File: config.mk
export PLATFORM = sky130hd
export DESIGN_NAME = cplx_mul_pipe_flat
export DESIGN_NICKNAME = d
export VERILOG_FILES = /design/src/rtl/cplx_mul_pkg.sv /design/src/rtl/cplx_mul_pipe_if.sv /design/src/rtl/cplx_round_sat.sv /design/src/rtl/cplx_mul_pipe.sv /design/src/flat_wrapper.sv
export SDC_FILE = /design/constraint.sdc
export NUM_CORES = 2
export LEC_CHECK = 0
export BUFFER_PORTS_ARGS = -buffer_cell sky130_fd_sc_hd__buf_2
export CORE_UTILIZATION = 65
export DETAILED_ROUTE_END_ITERATION = 8
export PLACE_DENSITY = 0.83
export SYNTH_ARGS = -nofsm -noshare
export SYNTH_HDL_FRONTEND = slang
export SYNTH_HIERARCHICAL = 1
export SYNTH_SLANG_ARGS = --single-unit
File: constraint.sdc
create_clock -name clk -period 11 [get_ports clk]
set_clock_uncertainty 0.2 [all_clocks]
set_input_delay 1.1 -clock clk [delete_from_list [all_inputs] [get_ports clk]]
set_output_delay 1.1 -clock clk [all_outputs]
set_load 0.02 [all_outputs]
File: src/rtl/cplx_mul_pkg.sv
// Shared constants and width helpers for the pipelined complex multiplier.
package cplx_mul_pkg;

    localparam int DEF_W      = 16;
    localparam int DEF_FRAC   = 14;
    localparam int PIPE_DEPTH = 3;

    // Width of the post-add sums that feed rounding/saturation.
    function automatic int rs_width(input int w);
        return 2 * w + 3;
    endfunction

endpackage

File: src/rtl/cplx_mul_pipe_if.sv
// Operand/result stream bundle for cplx_mul_pipe (valid/ready on both sides).
interface cplx_mul_pipe_if
    import cplx_mul_pkg::*;
#(
    parameter int W = DEF_W
) ();

    logic                in_valid;
    logic                in_ready;
    logic signed [W-1:0] a_re;
    logic signed [W-1:0] a_im;
    logic signed [W-1:0] b_re;
    logic signed [W-1:0] b_im;
    logic                conj;
    logic                out_valid;
    logic                out_ready;
    logic signed [W-1:0] c_re;
    logic signed [W-1:0] c_im;
    logic                sat;

    modport master (
        output in_valid, a_re, a_im, b_re, b_im, conj, out_ready,
        input  in_ready, out_valid, c_re, c_im, sat
    );

    modport slave (
        input  in_valid, a_re, a_im, b_re, b_im, conj, out_ready,
        output in_ready, out_valid, c_re, c_im, sat
    );

endinterface

File: src/rtl/cplx_round_sat.sv
// Round-half-up by FRAC bits then clamp one wide post-add sum to W bits.
module cplx_round_sat
    import cplx_mul_pkg::*;
#(
    parameter int W    = DEF_W,
    parameter int FRAC = DEF_FRAC
) (
    input  logic signed [rs_width(W)-1:0] din,
    output logic signed [W-1:0]           dout,
    output logic                          clip
);

    localparam int RW = rs_width(W);

    localparam logic signed [W-1:0]  OMAX = {1'b0, {(W-1){1'b1}}};
    localparam logic signed [W-1:0]  OMIN = {1'b1, {(W-1){1'b0}}};
    localparam logic signed [RW:0]   MAXV = (RW+1)'(OMAX);
    localparam logic signed [RW:0]   MINV = (RW+1)'(OMIN);
    localparam logic signed [RW:0]   HALF = (RW+1)'(64'd1 << (FRAC-1));

    // One guard bit above the sum so adding HALF can never wrap.
    function automatic logic signed [RW:0] round_hu(input logic signed [RW-1:0] v);
        logic signed [RW:0] ve;
        logic signed [RW:0] vs;
        ve = (RW+1)'(v);
        vs = ve + HALF;
        return vs >>> FRAC;
    endfunction

    function automatic logic [W:0] sat_w(input logic signed [RW:0] r);
        if (r > MAXV)
            return {1'b1, OMAX};
        else if (r < MINV)
            return {1'b1, OMIN};
        else
            return {1'b0, r[W-1:0]};
    endfunction

    always_comb begin
        {clip, dout} = sat_w(round_hu(din));
    end

endmodule

File: src/rtl/cplx_mul_pipe.sv
// Three-stage complex multiplier (Gauss 3-mult form) with a shared stall enable.
module cplx_mul_pipe
    import cplx_mul_pkg::*;
#(
    parameter int W    = DEF_W,
    parameter int FRAC = DEF_FRAC
) (
    input logic             clk,
    input logic             rst_n,
    cplx_mul_pipe_if.slave  bus
);

    localparam int PW = W + 1;
    localparam int MW = 2 * W + 2;
    localparam int RW = rs_width(W);

    logic en;

    logic signed [PW-1:0] x_p0, y_p0, l_p0, m_p0, mc_p0;
    logic signed [PW-1:0] lmm_p0, lpm_p0, xmy_p0;

    logic signed [PW-1:0] lmm_p1, lpm_p1, xmy_p1, x_p1, y_p1, l_p1;
    logic                 vld_p1;

    logic signed [MW-1:0] t1_p2, t2_p2, t3_p2;
    logic                 vld_p2;

    logic signed [RW-1:0] re_sum_p2, im_sum_p2;
    logic signed [W-1:0]  re_rnd_p2, im_rnd_p2;
    logic                 re_clip_p2, im_clip_p2;

    // A full output slot that nobody takes freezes the whole pipe, bubbles too.
    assign en           = ~bus.out_valid | bus.out_ready;
    assign bus.in_ready = en;

    // ---- S1: widen, conditional negate of M, pre-adds ----
    always_comb begin
        x_p0   = PW'(bus.a_re);
        y_p0   = PW'(bus.a_im);
        l_p0   = PW'(bus.b_re);
        m_p0   = PW'(bus.b_im);
        mc_p0  = bus.conj ? -m_p0 : m_p0;
        lmm_p0 = l_p0 - mc_p0;
        lpm_p0 = l_p0 + mc_p0;
        xmy_p0 = x_p0 - y_p0;
    end

    always_ff @(posedge clk) begin
        if (en) begin
            lmm_p1 <= lmm_p0;
            lpm_p1 <= lpm_p0;
            xmy_p1 <= xmy_p0;
            x_p1   <= x_p0;
            y_p1   <= y_p0;
            l_p1   <= l_p0;
        end
    end

    // ---- S2: three signed multiplies ----
    always_ff @(posedge clk) begin
        if (en) begin
            t1_p2 <= MW'(lmm_p1) * MW'(y_p1);
            t2_p2 <= MW'(lpm_p1) * MW'(x_p1);
            t3_p2 <= MW'(xmy_p1) * MW'(l_p1);
        end
    end

    // ---- S3: post-adds, round, saturate, registered output ----
    always_comb begin
        re_sum_p2 = RW'(t1_p2) + RW'(t3_p2);
        im_sum_p2 = RW'(t2_p2) - RW'(t3_p2);
    end

    cplx_round_sat #(.W(W), .FRAC(FRAC)) u_rs_re (
        .din  (re_sum_p2),
        .dout (re_rnd_p2),
        .clip (re_clip_p2)
    );

    cplx_round_sat #(.W(W), .FRAC(FRAC)) u_rs_im (
        .din  (im_sum_p2),
        .dout (im_rnd_p2),
        .clip (im_clip_p2)
    );

    always_ff @(posedge clk or negedge rst_n) begin
        if (!rst_n) begin
            vld_p1        <= 1'b0;
            vld_p2        <= 1'b0;
            bus.out_valid <= 1'b0;
            bus.c_re      <= '0;
            bus.c_im      <= '0;
            bus.sat       <= 1'b0;
        end else if (en) begin
            vld_p1        <= bus.in_valid;
            vld_p2        <= vld_p1;
            bus.out_valid <= vld_p2;
            bus.c_re      <= re_rnd_p2;
            bus.c_im      <= im_rnd_p2;
            bus.sat       <= re_clip_p2 | im_clip_p2;
        end
    end

endmodule

File: src/flat_wrapper.sv
// flat-port wrapper written by rule: the top's interface ports become plain ports
module cplx_mul_pipe_flat import cplx_mul_pkg::*;
#(
    parameter int W    = DEF_W,
    parameter int FRAC = DEF_FRAC
)
  (clk, rst_n, bus_in_valid, bus_a_re, bus_a_im, bus_b_re, bus_b_im, bus_conj, bus_out_ready, bus_in_ready, bus_out_valid, bus_c_re, bus_c_im, bus_sat);
  cplx_mul_pipe_if #(.W(W)) bus_i ();
  input logic clk;
  input logic rst_n;
  input wire logic [$bits(bus_i.in_valid)-1:0] bus_in_valid;
  input wire logic [$bits(bus_i.a_re)-1:0] bus_a_re;
  input wire logic [$bits(bus_i.a_im)-1:0] bus_a_im;
  input wire logic [$bits(bus_i.b_re)-1:0] bus_b_re;
  input wire logic [$bits(bus_i.b_im)-1:0] bus_b_im;
  input wire logic [$bits(bus_i.conj)-1:0] bus_conj;
  input wire logic [$bits(bus_i.out_ready)-1:0] bus_out_ready;
  output wire logic [$bits(bus_i.in_ready)-1:0] bus_in_ready;
  output wire logic [$bits(bus_i.out_valid)-1:0] bus_out_valid;
  output wire logic [$bits(bus_i.c_re)-1:0] bus_c_re;
  output wire logic [$bits(bus_i.c_im)-1:0] bus_c_im;
  output wire logic [$bits(bus_i.sat)-1:0] bus_sat;
  assign bus_i.in_valid = bus_in_valid;
  assign bus_i.a_re = bus_a_re;
  assign bus_i.a_im = bus_a_im;
  assign bus_i.b_re = bus_b_re;
  assign bus_i.b_im = bus_b_im;
  assign bus_i.conj = bus_conj;
  assign bus_i.out_ready = bus_out_ready;
  assign bus_in_ready = bus_i.in_ready;
  assign bus_out_valid = bus_i.out_valid;
  assign bus_c_re = bus_i.c_re;
  assign bus_c_im = bus_i.c_im;
  assign bus_sat = bus_i.sat;
  cplx_mul_pipe #(.W(W), .FRAC(FRAC)) u_core (.clk(clk), .rst_n(rst_n), .bus(bus_i));
endmodule
==> metrics.md <==
| Metric | Value |
|---|---|
| Status | complete, no violations |
| Syn nets | 5902 |
| Critical hold path startpoint | u_core/vld_p2 |
| Worst skew pair latency | 0.63 ns |
| Initial antenna violation count | 8 |
| Post-CTS Setup Bufs | 0 |
| Die Wd | 264.0 um |
| RR Endpoint | u_core/t3_p2[32] |
| Worst Path Max Fanout | 17 |
| Largest net degree at the start of global routing | 178 |
| Worst EP arrival | 7.69 ns |
| CTS Buffer Depth | 3 |
| Share of layout cells above drive strength 1 | 0.05403 |
| Port bufs | 103 |
| MaxCap Viol Count | 0 |
| Worst setup EP type | register |
| CTS tree | done |
| Cells on worst reg2reg path | 20 |
| Die area | 0.06970 mm2 |
| Via count | 32226 |
| Clock Tree Root | clkbuf_16 |
| Reg2reg start | u_core/l_p1[1] |
| Final setup fails | 0 |
| Startpoint types | register |
| Initial drt markers | 2471 |
| Vias per Instance | 5.815 |
| Slew @ Worst Pin | 1.103 ns |
| Initial Util | 0.6609 |
| Final Net Count | 5911 |
| Total GRT Usage | 0.3299 |
| Final ANT Viol Nets | 0 |
| Total core area | 0.06751 mm2 |
| Crit share post-route | 0.6846 |
| # DRC | 0 |
| Syn Area/Cell | 9.635 um2 |
| R2R setup slack | 3.47 ns |
| Mapped cell area | 0.04462 mm2 |
| Reg clk slew, reported paths | 0.07 ns |
| WL final | 110.2 mm |
| Setup TNS | 0 ns |
| Num CTS Buffers | 30 |
| First-pass GRT wire length | 179.0 mm |
| Drt first pass iters | 5 |
| CTS sink count | 233 |
| Vias in the first global route | 34225 |
| Tmin final | 7.531 ns |
| Post-Synthesis Cells | 4631 |
| Slew HR | 0.2579 |
| Die Ht | 264.0 um |
| Hold path endpoint | u_core/bus.out_valid |
| Htree depth | 1 |
| Final core occ | 0.6934 |
| Critical setup path kind | reg -> reg |
| Cts repair resizes | 0 |
| Final Max Slew Viols | 0 |
| Achievable frequency | 132.8 MHz |
| Total grt overflow | 0 |
| Synth warn | 6 |
| Hold Crit Depth | 1 |
| RSZ-0062 raised after global routing | false |
| Final hold vios | 0 |
| Hpwl dp | 89.67 mm |
| Routed len/inst | 19.89 um |
| Area delta synth->final | 4.924% |
| Post-CTS Hold Buffers | 0 |
| GP Congestion | 0.9222 |
| Filler cells | 5030 |
| Worst Hold Class | reg -> reg |
| I/O pin count | 104 |
| Placement Rows | 95 |
| CP required | 11.16 ns |
layout make-up:
class	instances	area, um2	share of cell area
clock buffers	31	754.5	0.01612
clock inverters	25	300.3	0.006414
multi-input cells	3249	33460	0.7147
repair buffers	107	558.0	0.01192
well taps	873	1092	0.02333
diodes	5	12.51	0.0002673
flip-flops and latches	233	6817	0.1456
inverters	1019	3825	0.08170
metrics by stage:
step | std cells | setup WS (ns) | cell area, um2 | hold slack (ns)
3_5_place_dp | 5481 | 3.590 | 45750 | 0.2519
5_1_grt | 5537 | 3.104 | 46800 | 0.3042
4_1_cts | 5537 | 3.556 | 46800 | 0.2754
6_report | 5542 | 3.469 | 46820 | 0.2775
2_1_floorplan | 4631 | 2.438 | 44620 | 0.2305
3_3_place_gp | 5481 | 3.612 | 45750 | 0.2402
critical path: stages (launching register included):
cell       delay, ns
edfxtp_1        0.64
nand2_1         0.22
inv_1           0.10
fa_1            0.80
fa_1            0.51
fa_1            0.51
fa_1            0.52
fa_1            0.50
inv_1           0.05
fa_1            0.48
inv_1           0.04
ha_1            0.36
a21o_1          0.20
a21oi_1         0.24
o21ai_0         0.18
nor3b_1         0.33
o221ai_1        0.29
a31oi_1         0.31
a21oi_1         0.17
mux2i_1         0.14
a2111oi_0       0.47
cell usage in the layout, fill, tap and decap left out, types with 30 or more instances in the layout:
cell type	count
a21o_1	54
a21oi_1	135
and2_1	402
buf_2	103
clkbuf_16	30
dfrtp_1	36
edfxtp_1	197
fa_1	833
ha_1	369
inv_1	1019
mux2_2	34
nand2_1	483
nand2b_1	32
nand3_1	50
nor2_1	167
nor3_1	47
o21ai_0	87
xnor2_1	162
xor2_1	54
how the worst max path moves through the flow:
stage / slack, ns / endpoint / start / cells past startpoint
4_1_cts: 3.56 / u_core/t3_p2[32] / u_core/l_p1[1] / 20
2_1_floorplan: 2.44 / bus_in_ready / bus_out_ready / 3
6_report: 3.47 / u_core/t3_p2[32] / u_core/l_p1[1] / 20
3_3_place_gp: 3.61 / u_core/t3_p2[32] / u_core/l_p1[1] / 20
3_5_place_dp: 3.59 / u_core/t3_p2[32] / u_core/l_p1[1] / 20
5_1_grt: 3.10 / u_core/t3_p2[32] / u_core/l_p1[1] / 20
per-layer routing:
layer | GRT usage | routed length, um | vias to the layer above
met2 | 0.5530 | 53380 | 1349
li1 | - | - | 14362
met3 | 0.05714 | 8575 | 335
met4 | 0.1669 | 6269 | 4
met5 | 0 | 27 | -
met1 | 0.4133 | 41980 | 16176
sequential cells by signal, indices dropped and copies added, names as in the netlist, 17 cells and up:
name           cells
u_core/xmy_p1     17
u_core/t1_p2      33
u_core/t3_p2      33
u_core/t2_p2      33
u_core/lmm_p1     17
Power is not shown: default switching activity piles up to over one toggle a cycle in this logic, so the estimate is an artifact.
